### config.mk
export PLATFORM = sky130hd
export DESIGN_NAME = multicycle_controller
export DESIGN_NICKNAME = d
export VERILOG_FILES = /design/src/rtl/riscv_pkg.sv /design/src/rtl/multicycle_controller_aludec.sv /design/src/rtl/multicycle_controller.sv
export SDC_FILE = /design/constraint.sdc
export NUM_CORES = 1
export LEC_CHECK = 0
export ABC_AREA = 1
export BUFFER_PORTS_ARGS = -buffer_cell sky130_fd_sc_hd__buf_2
export CAP_MARGIN = 30
export CORE_UTILIZATION = 40
export DETAILED_ROUTE_END_ITERATION = 6
export GPL_TIMING_DRIVEN = 0
export PLACE_DENSITY = 0.72
export SKIP_CTS_REPAIR_TIMING = 1
export SLEW_MARGIN = 20
export SYNTH_ARGS = -nofsm -noshare
export SYNTH_HDL_FRONTEND = slang
export SYNTH_SLANG_ARGS = --single-unit
export TNS_END_PERCENT = 20
### constraint.sdc
create_clock -name clk -period 2.4 [get_ports clk]
set_input_delay 0.24 -clock clk [delete_from_list [all_inputs] [get_ports clk]]
set_output_delay 0.24 -clock clk [all_outputs]
set_load 0.005 [all_outputs]
### src/rtl/riscv_pkg.sv
// Shared encodings for the multicycle RV32I control unit.
package riscv_pkg;

  localparam int unsigned OP_W      = 7;
  localparam int unsigned FUNCT3_W  = 3;
  localparam int unsigned SEL_W     = 2;
  localparam int unsigned ALUCTL_W  = 3;
  localparam int unsigned ALUOP_W   = 2;
  localparam int unsigned STATE_W   = 4;

  typedef enum logic [STATE_W-1:0] {
    FETCH    = 4'd0,
    DECODE   = 4'd1,
    MEMADR   = 4'd2,
    MEMREAD  = 4'd3,
    MEMWB    = 4'd4,
    MEMWRITE = 4'd5,
    EXECUTER = 4'd6,
    EXECUTEI = 4'd7,
    ALUWB    = 4'd8,
    JAL      = 4'd9,
    BEQ      = 4'd10
  } statetype;

  // Opcodes
  localparam logic [OP_W-1:0] OP_LW   = 7'b0000011;
  localparam logic [OP_W-1:0] OP_SW   = 7'b0100011;
  localparam logic [OP_W-1:0] OP_R    = 7'b0110011;
  localparam logic [OP_W-1:0] OP_IALU = 7'b0010011;
  localparam logic [OP_W-1:0] OP_JAL  = 7'b1101111;
  localparam logic [OP_W-1:0] OP_BEQ  = 7'b1100011;

  // Extend-unit select
  localparam logic [SEL_W-1:0] IMM_I = 2'b00;
  localparam logic [SEL_W-1:0] IMM_S = 2'b01;
  localparam logic [SEL_W-1:0] IMM_B = 2'b10;
  localparam logic [SEL_W-1:0] IMM_J = 2'b11;

  // ALU source A / B selects
  localparam logic [SEL_W-1:0] SRCA_PC    = 2'b00;
  localparam logic [SEL_W-1:0] SRCA_OLDPC = 2'b01;
  localparam logic [SEL_W-1:0] SRCA_RS1   = 2'b10;
  localparam logic [SEL_W-1:0] SRCB_RS2   = 2'b00;
  localparam logic [SEL_W-1:0] SRCB_IMM   = 2'b01;
  localparam logic [SEL_W-1:0] SRCB_FOUR  = 2'b10;

  // Result mux select
  localparam logic [SEL_W-1:0] RES_ALUOUT = 2'b00;
  localparam logic [SEL_W-1:0] RES_MEM    = 2'b01;
  localparam logic [SEL_W-1:0] RES_ALU    = 2'b10;

  // Internal ALU op class
  localparam logic [ALUOP_W-1:0] ALUOP_ADD   = 2'b00;
  localparam logic [ALUOP_W-1:0] ALUOP_SUB   = 2'b01;
  localparam logic [ALUOP_W-1:0] ALUOP_FUNCT = 2'b10;

  // ALU control codes
  localparam logic [ALUCTL_W-1:0] ALU_ADD = 3'b000;
  localparam logic [ALUCTL_W-1:0] ALU_SUB = 3'b001;
  localparam logic [ALUCTL_W-1:0] ALU_AND = 3'b010;
  localparam logic [ALUCTL_W-1:0] ALU_OR  = 3'b011;
  localparam logic [ALUCTL_W-1:0] ALU_SLT = 3'b101;

endpackage

### src/rtl/multicycle_controller_aludec.sv
// ALU decoder: maps the per-state op class and funct fields to an ALU operation.
module aludec
  import riscv_pkg::*;
(
  input  logic [ALUOP_W-1:0]  aluop,
  input  logic [FUNCT3_W-1:0] funct3,
  input  logic                funct7b5,
  input  logic                op5,
  output logic [ALUCTL_W-1:0] alucontrol
);

  // Only register-register ops with funct7b5 set subtract; addi never does.
  always_comb begin
    alucontrol = ALU_ADD;
    unique case (aluop)
      ALUOP_ADD: alucontrol = ALU_ADD;
      ALUOP_SUB: alucontrol = ALU_SUB;
      ALUOP_FUNCT: begin
        unique case (funct3)
          3'b000:  alucontrol = (funct7b5 & op5) ? ALU_SUB : ALU_ADD;
          3'b010:  alucontrol = ALU_SLT;
          3'b110:  alucontrol = ALU_OR;
          3'b111:  alucontrol = ALU_AND;
          default: alucontrol = ALU_ADD;
        endcase
      end
      default: alucontrol = ALU_ADD;
    endcase
  end

endmodule

### src/rtl/multicycle_controller.sv
// Moore control FSM for the multicycle RV32I datapath.
module multicycle_controller
  import riscv_pkg::*;
(
  input  logic                clk,
  input  logic                rst_n,
  input  logic [OP_W-1:0]     op,
  input  logic [FUNCT3_W-1:0] funct3,
  input  logic                funct7b5,
  input  logic                zero,
  output logic [SEL_W-1:0]    immsrc,
  output logic [SEL_W-1:0]    alusrca,
  output logic [SEL_W-1:0]    alusrcb,
  output logic [SEL_W-1:0]    resultsrc,
  output logic                adrsrc,
  output logic                irwrite,
  output logic                pcwrite,
  output logic                regwrite,
  output logic                memwrite,
  output logic [ALUCTL_W-1:0] alucontrol,
  output logic                illegal
);

  statetype           state, next_state;
  logic [ALUOP_W-1:0] aluop;
  logic               pcupdate;
  logic               branch;
  logic               irwrite_s;
  logic               regwrite_s;
  logic               memwrite_s;

  // State register; reset lands in FETCH
  always_ff @(posedge clk or negedge rst_n) begin
    if (!rst_n) state <= FETCH;
    else        state <= next_state;
  end

  // Next-state and per-state control decode
  always_comb begin
    next_state = state;
    alusrca    = SRCA_PC;
    alusrcb    = SRCB_RS2;
    resultsrc  = RES_ALUOUT;
    adrsrc     = 1'b0;
    irwrite_s  = 1'b0;
    regwrite_s = 1'b0;
    memwrite_s = 1'b0;
    pcupdate   = 1'b0;
    branch     = 1'b0;
    aluop      = ALUOP_ADD;
    illegal    = 1'b0;
    unique case (state)
      FETCH: begin
        adrsrc     = 1'b0;
        irwrite_s  = 1'b1;
        alusrca    = SRCA_PC;
        alusrcb    = SRCB_FOUR;
        resultsrc  = RES_ALU;
        pcupdate   = 1'b1;
        next_state = DECODE;
      end
      DECODE: begin
        alusrca = SRCA_OLDPC;
        alusrcb = SRCB_IMM;
        unique case (op)
          OP_LW, OP_SW: next_state = MEMADR;
          OP_R:         next_state = EXECUTER;
          OP_IALU:      next_state = EXECUTEI;
          OP_JAL:       next_state = JAL;
          OP_BEQ:       next_state = BEQ;
          default: begin
            next_state = FETCH;
            illegal    = 1'b1;
          end
        endcase
      end
      MEMADR: begin
        alusrca    = SRCA_RS1;
        alusrcb    = SRCB_IMM;
        next_state = (op == OP_LW) ? MEMREAD : MEMWRITE;
      end
      MEMREAD: begin
        resultsrc  = RES_ALUOUT;
        adrsrc     = 1'b1;
        next_state = MEMWB;
      end
      MEMWB: begin
        resultsrc  = RES_MEM;
        regwrite_s = 1'b1;
        next_state = FETCH;
      end
      MEMWRITE: begin
        resultsrc  = RES_ALUOUT;
        adrsrc     = 1'b1;
        memwrite_s = 1'b1;
        next_state = FETCH;
      end
      EXECUTER: begin
        alusrca    = SRCA_RS1;
        alusrcb    = SRCB_RS2;
        aluop      = ALUOP_FUNCT;
        next_state = ALUWB;
      end
      EXECUTEI: begin
        alusrca    = SRCA_RS1;
        alusrcb    = SRCB_IMM;
        aluop      = ALUOP_FUNCT;
        next_state = ALUWB;
      end
      ALUWB: begin
        resultsrc  = RES_ALUOUT;
        regwrite_s = 1'b1;
        next_state = FETCH;
      end
      JAL: begin
        alusrca    = SRCA_OLDPC;
        alusrcb    = SRCB_FOUR;
        resultsrc  = RES_ALUOUT;
        pcupdate   = 1'b1;
        next_state = ALUWB;
      end
      BEQ: begin
        alusrca    = SRCA_RS1;
        alusrcb    = SRCB_RS2;
        aluop      = ALUOP_SUB;
        resultsrc  = RES_ALUOUT;
        branch     = 1'b1;
        next_state = FETCH;
      end
      default: next_state = FETCH;
    endcase
  end

  // Extend-unit select follows the opcode in every state
  always_comb begin
    immsrc = IMM_I;
    unique case (op)
      OP_SW:   immsrc = IMM_S;
      OP_BEQ:  immsrc = IMM_B;
      OP_JAL:  immsrc = IMM_J;
      default: immsrc = IMM_I;
    endcase
  end

  // Write enables are masked by reset so an abort cannot leak a write
  assign irwrite  = irwrite_s & rst_n;
  assign pcwrite  = (pcupdate | (branch & zero)) & rst_n;
  assign regwrite = regwrite_s & rst_n;
  assign memwrite = memwrite_s & rst_n;

  aludec u_aludec (
    .aluop      (aluop),
    .funct3     (funct3),
    .funct7b5   (funct7b5),
    .op5        (op[5]),
    .alucontrol (alucontrol)
  );

endmodule
==> flow_summary.json, run 1 <==
{
  "period_needed_ps": 1920,
  "critical_path.most_common_cell": "nor2_1",
  "period_share": 0.800,
  "synth_edf_count": 0,
  "grt_pass1_wl_mm": 1.94,
  "critPathLaunchType": "flip-flop",
  "cpPeakStageDelay_ps": 500,
  "path_cells": "nand2_2 -> nor2_2 -> ha_1 -> nand2_1 -> nor2_1 -> nor2_1 -> a21oi_1 -> buf_2",
  "clkSinkCount": 4,
  "cpMaxStageDelayCell": "dfrtp_1",
  "initial_utilization": 0.456,
  "crit_family": "flip-flops",
  "yosys_warnings": 0,
  "ant_nets": 0,
  "pre_cts_slack_ps": 733,
  "io_pins": 31,
  "layout.nets": 149,
  "die-area_um2": 1500,
  "worstRegToRegCells": 5,
  "critPathKind": "reg2out",
  "critPathMaxFanout": 7,
  "power_density_nw_per_um2": 566,
  "fmax_ghz": 0.521,
  "viasPerCell": 4.75,
  "grt_max_degree": 8,
  "h-tree-depth": 1,
  "critPathCaptureType": "primary output",
  "numCtsBuffers": 3,
  "reg_top3": "state: 4 flops",
  "ys_types": 17,
  "clk_pin_slew_ps": 30,
  "r2r-start": "state[0]",
  "finClkSkew_ps": 5.42,
  "p_total_mw": 0.419,
  "ys_async_sr_fraction": 1.00,
  "antenna_cells": 0,
  "synth_cells": 97,
  "antenna_found_initial": 0,
  "r2r-end": "state[1]",
  "r2r_slack_ps": 1320,
  "synth_area_um2": 541,
  "std_cell_rows": 12,
  "holdPathStages": 4,
  "synth_area_leaders": "dfrtp_1 (19%), nand2_1 (17%), nor2_1 (13%)",
  "setup-violations-final": 0,
  "port_buffers": 30,
  "crit_buf_inv": 1,
  "die_h_um": 38.8,
  "place_hpwl_mm": 1.07,
  "drv_cap": 0,
  "fp.dieW_um": 38.8,
  "synth_area_per_cell_um2": 5.57,
  "status": "complete, no violations",
  "fin_ws_ps": 481,
  "largest_reg_flops": 4,
  "routedWlPerCell_um": 8.66,
  "tritoncts": "built",
  "final_hold_viol_count": 0,
  "synth.largest_area_cell": "dfrtp_1",
  "tns_ps": 0,
  "synth-seq-cells": 4,
  "synth_top_area_frac": 0.185,
  "hold_path.startpoint": "op[4]",
  "routabilityCongestion": 0.715,
  "grt_pass1_vias": 528,
  "post-route-util": 0.624,
  "core_area_um2": 1190,
  "syn-num-nets": 113,
  "rsz0062_at_grt": "false",
  "slew_violations": 0,
  "p_leak_nw": 0.453,
  "areaGrowthSynthToFinish_pct": 37.0,
  "ys.flop_type": "dfrtp_1",
  "critPathRequiredTime_ps": 2160,
  "cp_data_arrival_time_ps": 1680,
  "drt_iter0_markers": 4,
  "holdWs_ps": 316,
  "regMostFlops": "state",
  "ys_seq_area_frac": 0.185,
  "cts_buffer_depth": 2,
  "synth_common_cells": "nand2_1 (25), nor2_1 (18), inv_1 (11)",
  "hp-class": "in2reg",
  "fillers": 133,
  "drt_wl_total_mm": 1.26,
  "cts_root_buf": "clkbuf_4",
  "tightest_slew_ps": 287,
  "maxSlewHeadroom": 0.808,
  "dr.pass1.iters": 3,
  "clock_latency_ps": 240,
  "gr-total-overflow": 0,
  "yosysMostFrequentCell": "nand2_1",
  "dr_total_vias": 689,
  "min_to": "state[1]",
  "drive_gt1_frac": 0.389,
  "peakVddDrop_uv": 431,
  "drc_errors": 0,
  "grt.total_usage": 0.183
}
## through the flow
step                      cells  area [µm²]
final                       145         741
after global routing        145         741
after CTS                   144         731
after detailed placement    141         708
after global placement      141         708
after floorplan              97         541
## power breakdown
group	internal, mW	switching, mW	total (mW)	leakage, nW
sequential	0.0787	0.0187	0.0974	0.0536
clock	0.0558	0.0264	0.0822	0.0138
combinational	0.104	0.136	0.240	0.386
## routing by layer
layer / vias to the layer above / global-route usage / wire length, µm
met5: - / 0 / 0
met4: 0 / 0 / 0
met3: 0 / 0.0694 / 74
met2: 25 / 0.325 / 591
met1: 293 / 0.219 / 590
li1: 371 / - / -
## cell usage in the layout, fill, tap and decap left out, drive strengths merged
cell type,n
nand2,31
buf,30
nor2,24
inv,16
nand3,6
nor3,4
dfrtp,4
o21ai,3
clkbuf,3
a21oi,2
nand4,2
ha,2
a21boi,1
nor3b,1
o31ai,1
dlygate4sd3,1
## cell families after synthesis
kind of cell	synth area share
AND/OR/NAND/NOR	0.576
adder cells (fa/ha/maj)	0.0463
AO/OA/AOI/OAI	0.0810
flip-flops	0.185
buffers and inverters	0.111
## cell type report
type / count / area (µm²) / share of cell area
Multi-Input combinational cell: 77 / 380 / 0.514
Tap cell: 14 / 17.5 / 0.0236
Inverter: 16 / 60.1 / 0.0811
Clock buffer: 3 / 22.5 / 0.0304
Sequential cell: 4 / 100 / 0.135
Timing Repair Buffer: 31 / 160 / 0.216
## worst min-delay path, cell delays in order
cell	delay, ps
buf_2	100
nor3_1	60
nand2_1	60
a21boi_2	50
## worst max path at each step
stage | depth (start not counted) | endpoint | from | slack [ps]
finish | 8 | alucontrol[0] | state[2] | 480
global route | 8 | alucontrol[0] | state[2] | 310
CTS | 8 | alucontrol[0] | state[2] | 480
detailed placement | 8 | alucontrol[0] | state[2] | 730
global placement | 6 | alucontrol[1] | state[2] | 760
floorplan | 5 | alucontrol[1] | state[2] | 930
Power figures use the tool's default switching activity.
==> run 2: changes to the inputs <==
==> constraint.sdc (replaced) <==
create_clock -name clk -period 2 [get_ports clk]
set_input_delay 0.2 -clock clk [delete_from_list [all_inputs] [get_ports clk]]
set_output_delay 0.2 -clock clk [all_outputs]
set_load 0.005 [all_outputs]
==> flow_summary.json, run 2 (synthesis gave the netlist of run 1 again) <==
{
  "tritoncts": "built",
  "grt_max_degree": 8,
  "multi_input_area_um2": 380,
  "cts_root_buf": "clkbuf_4",
  "io_pins": 31,
  "initial_utilization": 0.456,
  "grt_util_met1": 0.219,
  "tightest_slew_ps": 287,
  "holdPathStages": 4,
  "clock_latency_ps": 240,
  "port_buffers": 30,
  "grt_pass1_wl_mm": 1.94,
  "reg_top3": "state: 4 flops",
  "largest_reg_flops": 4,
  "cts_buffer_depth": 2,
  "layout_commonest_cell": "buf_2",
  "cp_data_arrival_time_ps": 1640,
  "final_cell_mix": "buf_2 (30), nand2_1 (25), nor2_1 (18)",
  "ant_nets": 0,
  "place_hpwl_mm": 1.07,
  "layout.nets": 149,
  "h-tree-depth": 1,
  "viasPerCell": 4.75,
  "grt.total_usage": 0.183,
  "busiest_layer": "met2",
  "areaGrowthSynthToFinish_pct": 37.3,
  "r2r_slack_ps": 920,
  "fin_ws_ps": 165,
  "clk_pin_slew_ps": 40,
  "antenna_found_initial": 0,
  "critPathKind": "reg2out",
  "maxSlewHeadroom": 0.808,
  "critPathLaunchType": "flip-flop",
  "setup-violations-final": 0,
  "tns_ps": 0,
  "die_h_um": 38.8,
  "fmax_ghz": 0.545,
  "core_area_um2": 1190,
  "std_cell_rows": 12,
  "drv_cap": 0,
  "pre_cts_slack_ps": 373,
  "rsz0062_at_grt": "false",
  "drc_errors": 0,
  "critPathMaxFanout": 5,
  "p_leak_nw": 0.451,
  "die-area_um2": 1500,
  "clkSinkCount": 4,
  "drt_iter0_markers": 4,
  "drive_gt1_frac": 0.397,
  "grt_use_met3": 0.0694,
  "routedWlPerCell_um": 8.68,
  "min_to": "state[1]",
  "dr_total_vias": 689,
  "grt_pass1_vias": 528,
  "period_share": 0.918,
  "hp-class": "in2reg",
  "final_hold_viol_count": 0,
  "met2_usage": 0.325,
  "r2r-end": "state[1]",
  "critPathRequiredTime_ps": 1800,
  "hold_path.startpoint": "op[4]",
  "finClkSkew_ps": 5.32,
  "gr-total-overflow": 0,
  "layout.area.seq_um2": 101,
  "fillers": 134,
  "fp.dieW_um": 38.8,
  "slew_violations": 0,
  "dr.pass1.iters": 3,
  "numCtsBuffers": 3,
  "antenna_cells": 0,
  "peakVddDrop_uv": 520,
  "period_needed_ps": 1840,
  "critPathCaptureType": "primary output",
  "regMostFlops": "state",
  "worstRegToRegCells": 5,
  "routabilityCongestion": 0.715,
  "power_density_nw_per_um2": 679,
  "status": "complete, no violations",
  "drt_wl_total_mm": 1.26,
  "r2r-start": "state[0]"
}
## run 2: cell types whose count changed in the layout (fill, tap and decap cells not counted)
| cell | previous run | this run |
|---|---|---|
| dfrtp_1 | 4 | 3 |
| dfrtp_2 | 0 | 1 |
## run 2: power breakdown
| group | total, mW | switching (mW) | internal, mW |
|---|---|---|---|
| logic | 0.288 | 0.163 | 0.125 |
| registers | 0.117 | 0.0224 | 0.0947 |
| clock network | 0.0988 | 0.0318 | 0.0670 |
| total | 0.504 | 0.217 | 0.286 |
## run 2: through the flow
step           utilization  std cells  cell area, µm²  hold slack [ps]  total power [mW]
2_1_floorplan            -         97             541            -95.6             0.296
3_3_place_gp         0.597        141             708             12.5             0.401
3_5_place_dp         0.597        141             708             15.0             0.406
4_1_cts              0.616        144             731             -237             0.509
5_1_grt              0.626        145             742              277             0.554
6_report             0.626        145             742              276             0.504
## run 2: layer usage
layer	share of wire	vias to the layer above
met2	0.47	25
met1	0.47	293
met5	0	-
met4	0	0
li1	-	371
met3	0.059	0
## run 2: layout make-up
class,count,share of cell area
multi-input cells,77,0.513
repair buffers,31,0.216
inverters,16,0.0809
flip-flops and latches,4,0.137
clock buffers,3,0.0304
well taps,14,0.0236
## run 2: worst max path at each step
stage | from | end | depth (start not counted)
floorplan | state[2] | alucontrol[1] | 5
global placement | state[2] | alucontrol[1] | 6
detailed placement | state[2] | alucontrol[0] | 8
CTS | state[2] | alucontrol[0] | 8
global route | state[3] | alucontrol[0] | 9
finish | state[3] | alucontrol[0] | 9
## run 2: worst max-delay path, cell delays in order, from the launching register on
cell and delay [ps]:
dfrtp_1 380, inv_2 110, nand2_2 70, nor2_2 140
ha_1 190, nand2_1 90, nor2_1 100, nor2_1 50
a21oi_1 130, buf_2 120
